## config.mk

```make
export PLATFORM = sky130hd
export DESIGN_NAME = alu_issue_ctrl
export DESIGN_NICKNAME = d
export VERILOG_FILES = /design/src/rtl/alu_issue_ctrl.sv
export SDC_FILE = /design/constraint.sdc
export NUM_CORES = 1
export LEC_CHECK = 0
export CORE_MARGIN = 2
export CORE_UTILIZATION = 39
export CTS_CLUSTER_SIZE = 30
export DETAILED_ROUTE_END_ITERATION = 6
export PLACE_DENSITY = 0.78
export SLEW_MARGIN = 20
export SYNTH_ARGS = -nofsm -noshare
export SYNTH_HDL_FRONTEND = slang
export SYNTH_SLANG_ARGS = --single-unit
```

## constraint.sdc

```tcl
create_clock -name clock -period 1.8 [get_ports clock]
set_input_delay 0.36 -clock clock [delete_from_list [all_inputs] [get_ports clock]]
set_output_delay 0.36 -clock clock [all_outputs]
set_load 0.02 [all_outputs]
```

## src/rtl/alu_issue_ctrl.sv

```systemverilog
// Issue/writeback sequencer for the 16-bit ALU: decode, operand fetch, timed hold,
// result capture and register writeback with sticky exception tracking.
module alu_issue_ctrl #(
  parameter int unsigned ALU_LATENCY  = 1,
  parameter bit          SIGN_EXT_IMM = 1'b1
) (
  input  logic        clock,
  input  logic        reset,
  input  logic        instr_valid,
  output logic        instr_ready,
  input  logic [15:0] instr,
  output logic [3:0]  rf_raddr_a,
  output logic [3:0]  rf_raddr_b,
  input  logic [15:0] rf_rdata_a,
  input  logic [15:0] rf_rdata_b,
  output logic [15:0] alu_a,
  output logic [15:0] alu_b,
  output logic [3:0]  alu_opcode,
  input  logic [15:0] alu_out,
  input  logic        alu_overflow,
  input  logic        alu_zero,
  output logic        wb_en,
  output logic [3:0]  wb_addr,
  output logic [15:0] wb_data,
  output logic        zero_flag,
  output logic        exc_pending,
  output logic [1:0]  exc_cause,
  input  logic        exc_clear,
  output logic        busy
);

  typedef enum logic [1:0] {IDLE = 2'd0, READ = 2'd1, EXEC = 2'd2, WB = 2'd3} state_t;

  localparam logic [3:0] OP_SUB  = 4'h1;
  localparam logic [3:0] OP_ADDI = 4'h2;

  state_t      stateR;
  state_t      stateNextS;
  logic [15:0] instrR;
  logic [3:0]  holdCntR;
  logic        excPendingNextS;
  logic [1:0]  excCauseNextS;
  logic [3:0]  opS;
  logic        illegalS;
  logic        ovfTrapS;
  logic        acceptS;
  logic [3:0]  destS;

  function automatic logic [15:0] extImm(input logic [3:0] imm);
    if (SIGN_EXT_IMM) begin
      extImm = {{12{imm[3]}}, imm};
    end else begin
      extImm = {12'h000, imm};
    end
  endfunction

  assign opS      = instrR[15:12];
  assign illegalS = instrR[15];
  // Overflow is only an exception for the arithmetic ops ADD/SUB/ADDI.
  assign ovfTrapS = alu_overflow && (opS inside {4'h0, 4'h1, 4'h2});
  assign acceptS  = instr_valid && instr_ready;
  assign destS    = (opS == OP_ADDI) ? instrR[7:4] : instrR[3:0];

  // Next state and next exception state; a newly raised exception beats exc_clear.
  always_comb begin
    stateNextS      = stateR;
    excPendingNextS = exc_pending;
    excCauseNextS   = exc_cause;
    if (exc_clear) begin
      excPendingNextS = 1'b0;
      excCauseNextS   = 2'b00;
    end else begin
      excPendingNextS = exc_pending;
      excCauseNextS   = exc_cause;
    end
    case (stateR)
      IDLE: begin
        if (acceptS) begin
          stateNextS = READ;
        end else begin
          stateNextS = IDLE;
        end
      end
      READ: begin
        if (illegalS) begin
          stateNextS      = IDLE;
          excPendingNextS = 1'b1;
          excCauseNextS   = 2'b10;
        end else begin
          stateNextS = EXEC;
        end
      end
      EXEC: begin
        if (holdCntR == 4'd0) begin
          stateNextS = WB;
          if (ovfTrapS) begin
            excPendingNextS = 1'b1;
            excCauseNextS   = 2'b01;
          end else begin
            excPendingNextS = excPendingNextS;
          end
        end else begin
          stateNextS = EXEC;
        end
      end
      WB:      stateNextS = IDLE;
      default: stateNextS = IDLE;
    endcase
  end

  // Sequencer state and all registered outputs.
  always_ff @(posedge clock) begin
    if (reset) begin
      stateR      <= IDLE;
      instrR      <= 16'h0000;
      holdCntR    <= 4'd0;
      instr_ready <= 1'b0;
      busy        <= 1'b0;
      rf_raddr_a  <= 4'd0;
      rf_raddr_b  <= 4'd0;
      alu_a       <= 16'h0000;
      alu_b       <= 16'h0000;
      alu_opcode  <= 4'd0;
      wb_en       <= 1'b0;
      wb_addr     <= 4'd0;
      wb_data     <= 16'h0000;
      zero_flag   <= 1'b0;
      exc_pending <= 1'b0;
      exc_cause   <= 2'b00;
    end else begin
      stateR      <= stateNextS;
      exc_pending <= excPendingNextS;
      exc_cause   <= excCauseNextS;
      instr_ready <= (stateNextS == IDLE) && !excPendingNextS;
      busy        <= (stateNextS != IDLE);
      wb_en       <= 1'b0;
      case (stateR)
        IDLE: begin
          if (acceptS) begin
            instrR     <= instr;
            rf_raddr_a <= instr[11:8];
            rf_raddr_b <= instr[7:4];
          end
        end
        READ: begin
          if (!illegalS) begin
            alu_a      <= rf_rdata_a;
            alu_b      <= (opS == OP_ADDI) ? extImm(instrR[3:0]) : rf_rdata_b;
            alu_opcode <= opS;
            holdCntR   <= 4'(ALU_LATENCY - 1);
          end
        end
        EXEC: begin
          if (holdCntR == 4'd0) begin
            wb_data <= alu_out;
            wb_addr <= destS;
            wb_en   <= !ovfTrapS && (destS != 4'd0);
            if ((opS == OP_SUB) && !alu_overflow) begin
              zero_flag <= alu_zero;
            end
          end else begin
            holdCntR <= holdCntR - 4'd1;
          end
        end
        WB:      holdCntR <= 4'd0;
        default: holdCntR <= 4'd0;
      endcase
    end
  end

endmodule

```

==> results.sh <==
export IMPL_synthCells=412
export IMPL_clkSlewWorstSetupHoldPaths_ps=80
export IMPL_placed_area_um2=4960
export IMPL_fin_crit_sh=0.954
export IMPL_die_y_um=98.6
export IMPL_dieArea_um2=9720
export IMPL_synth_area_leaders="dfxtp_1 48%, nand2_1 12%, a21oi_1 8.9%, a211oi_2 3.6%, nor2_1 2.9%"
export IMPL_multi_input_area_um2=1580
export IMPL_worstReg2RegEnd="holdCntR[3]$_SDFFE_PP0P_"
export IMPL_post_drt_wl_per_cell_um=14.2
export IMPL_drt_iter0_drc=133
export IMPL_yosysUniqueCellTypes=39
export IMPL_grtUsageTotal=0.188
export IMPL_diodes=0
export IMPL_coreArea_um2=8680
export IMPL_cts_buffer_depth=2
export IMPL_irDropWorstVdd_uv=480
export IMPL_row_count=34
export IMPL_clkPwrFrac=0.391
export IMPL_layout_commonest_cell="clkdlybuf4s50_1"
export IMPL_crit_path_max_fanout=7
export IMPL_fin_cells=651
export IMPL_path_class="reg -> reg"
export IMPL_r2r_slack_ps=80
export IMPL_yosysWarningCount=0
export IMPL_cpMaxStageDelayCell="or4b_1"
export IMPL_hold_viol=0
export IMPL_status="finished clean"
export IMPL_ys_ff_latch=84
export IMPL_max_freq_mhz=583
export IMPL_routabilityCongestion=0.907
export IMPL_drv_cap=0
export IMPL_worst_clock_skew_ps=11.0
export IMPL_fin_area_um2=5220
export IMPL_nNetsFinal=613
export IMPL_drive_gt1_frac=0.103
export IMPL_dp_hpwl_um=6840
export IMPL_rsz0062_at_grt="false"
export IMPL_holdCritPathClass="in -> reg"
export IMPL_critPathLaunchType="register"
export IMPL_syn_area_um2=3490
export IMPL_p_leak_nw=1.89
export IMPL_intPower_w=0.00318
export IMPL_ios=141
export IMPL_drt_wl_total_um=9220
export IMPL_die_x_um=98.6
export IMPL_io_buffers=139
export IMPL_setup_viol_count_final=0
export IMPL_p_comb_frac=0.138
export IMPL_switching_share=0.233
export IMPL_crit_path_end_kind="register"
export IMPL_hp_start="reset"
export IMPL_viasPerCell=5.04
export IMPL_start_util=0.402
export IMPL_cts_tree="built"
export IMPL_dp_cells=635
export IMPL_antenna_found_initial=0
export IMPL_grt_pass1_wl_um=14900
export IMPL_path_buf_inv=1
export IMPL_grt_pass1_vias=3198
export IMPL_synth_top_cell_by_area="dfxtp_1"
export IMPL_slew_violations=0
export IMPL_synth_top_area_frac=0.482
export IMPL_ys_seq_area_frac=0.482
export IMPL_cellPowerDensity_nw_per_um2=794
export IMPL_timing_final_crit_period_ps=1720
export IMPL_setup_tns_ps=0
export IMPL_numCtsBuffers=9
export IMPL_pwr_share_seq=0.471
export IMPL_layout_common_cells="137 x clkdlybuf4s50_1, 113 x nand2_1, 84 x dfxtp_1"
export IMPL_hold_depth=2
export IMPL_clock_root_buffer="clkbuf_8"
export IMPL_htreeDepth=3
export IMPL_r2r_cells=6
export IMPL_postSynthNetCount=487
export IMPL_critPathRequiredTime_ps=2080
export IMPL_grt_start_max_net_pins=56
export IMPL_ff_latch_area_um2=1680
export IMPL_syn_avg_cell_area_um2=8.47
export IMPL_cts_sinks=84
export IMPL_drc=0
export IMPL_drt_first_pass_iters=4
export IMPL_cts_setup_buffers=0
export IMPL_fill_cells=765
export IMPL_clk_latency_ps=340
export IMPL_r2r_start="stateR[0]$_SDFF_PP0_"
export IMPL_vias=3283
export IMPL_path_cells="inv_1 -> ha_1 -> nand4bb_1 -> nand2_1 -> or4b_1 -> a21oi_1"
export IMPL_p_switching_w=0.000965
export IMPL_slowest_delay_ps=480
export IMPL_area_growth_pct=49.6
export IMPL_grt_overflow=0
export IMPL_crit_arrival_ps=1990
export IMPL_ant_nets=0
export IMPL_cp_top_family="simple AND/OR/NAND/NOR gates"
export IMPL_holdPathEnd="stateR[1]$_SDFF_PP0_"
-- Yosys cell counts, drive strengths merged --
cell,instances
nand2b,4
nand4,4
nand4b,1
ha,5
nor3b,1
or4b,2
o21bai,1
a21oi,62
nand3,2
conb,1
nand4bb,1
mux2i,9
nor2b,3
nor4,2
clkbuf,19
a211oi,20
a31oi,2
nand3b,1
nor4bb,1
or4,1
nand2,113
nor3,14
dfxtp,84
inv,6
nor2,28
and3,2
o311a,1
buf,19
o21ai,3
-- power by group through the flow --
stage	Clock, W	Sequential, W	Combinational (W)
floorplan	0	0.00204	0.000227
global placement	0	0.00199	0.000566
detailed placement	0	0.00200	0.000575
CTS	0.00167	0.00195	0.000577
global route	0.00175	0.00196	0.000619
finish	0.00162	0.00195	0.000572
-- final cells by class --
type                            instances  share of cell area
Clock inverter                          6              0.0213
Tap cell                              108              0.0259
Inverter                                6             0.00432
Sequential cell                        84               0.322
Timing Repair Buffer                  153               0.297
Multi-Input combinational cell        284               0.303
Clock buffer                           10              0.0264
-- flip-flops by register name (all words and copies together) (netlist names), 3 cells and up --
| name | cells |
|---|---|
| rf_raddr_b | 3 |
| alu_a | 16 |
| instrR | 10 |
| rf_raddr_a | 3 |
| wb_data | 16 |
| alu_opcode | 3 |
| alu_b | 16 |
| holdCntR | 4 |
| wb_addr | 4 |
-- what timing repair did --
item / 4_1_cts / 5_1_grt
resized for setup: 0 / 3
setup endpoints to repair: 0 / 4
hold buffers: 0 / 0
-- layer usage --
| metal | track usage | wire, µm |
|---|---|---|
| met2 | 0.313 | 4550 |
| met3 | 0.0418 | 561 |
| met4 | 0.0938 | 287 |
| met1 | 0.228 | 3820 |
| met5 | 0 | 0 |
-- worst max path at each step --
stage                       startpoint                       end  cells past startpoint
2_1_floorplan     stateR[0]$_SDFF_PP0_  holdCntR[3]$_SDFFE_PP0P_                      6
3_3_place_gp   instrR[14]$_SDFFE_PP0P_    alu_b[15]$_SDFFE_PP0P_                      5
3_5_place_dp      stateR[0]$_SDFF_PP0_  holdCntR[3]$_SDFFE_PP0P_                      6
4_1_cts         instr_ready$_SDFF_PP0_               instr_ready                      1
5_1_grt           stateR[1]$_SDFF_PP0_  holdCntR[3]$_SDFFE_PP0P_                      6
6_report          stateR[0]$_SDFF_PP0_  holdCntR[3]$_SDFFE_PP0P_                      6
-- stage by stage --
step	power (W)	utilization	hold WS (ps)	setup slack, ps
after CTS	0.00420	0.600	452	59.0
after global routing	0.00433	0.601	459	0.985
after detailed placement	0.00257	0.571	446	104
final	0.00414	0.601	450	83.7
after floorplan	0.00226	-	437	95.9
after global placement	0.00256	0.571	442	164
-- logic make-up (layout without fill, tap and decap cells) --
kind of cell    count (synthesis)  after routing  synth area share
simple gates                  180            180             0.243
compound gates                 89             89             0.159
flops                          84             84             0.482
buf+inv                        44            175            0.0707
mux                             9              9            0.0258
fa+ha+maj                       5              5            0.0179
other cells                     1              1           0.00108
(Power assumes the default switching activity.)
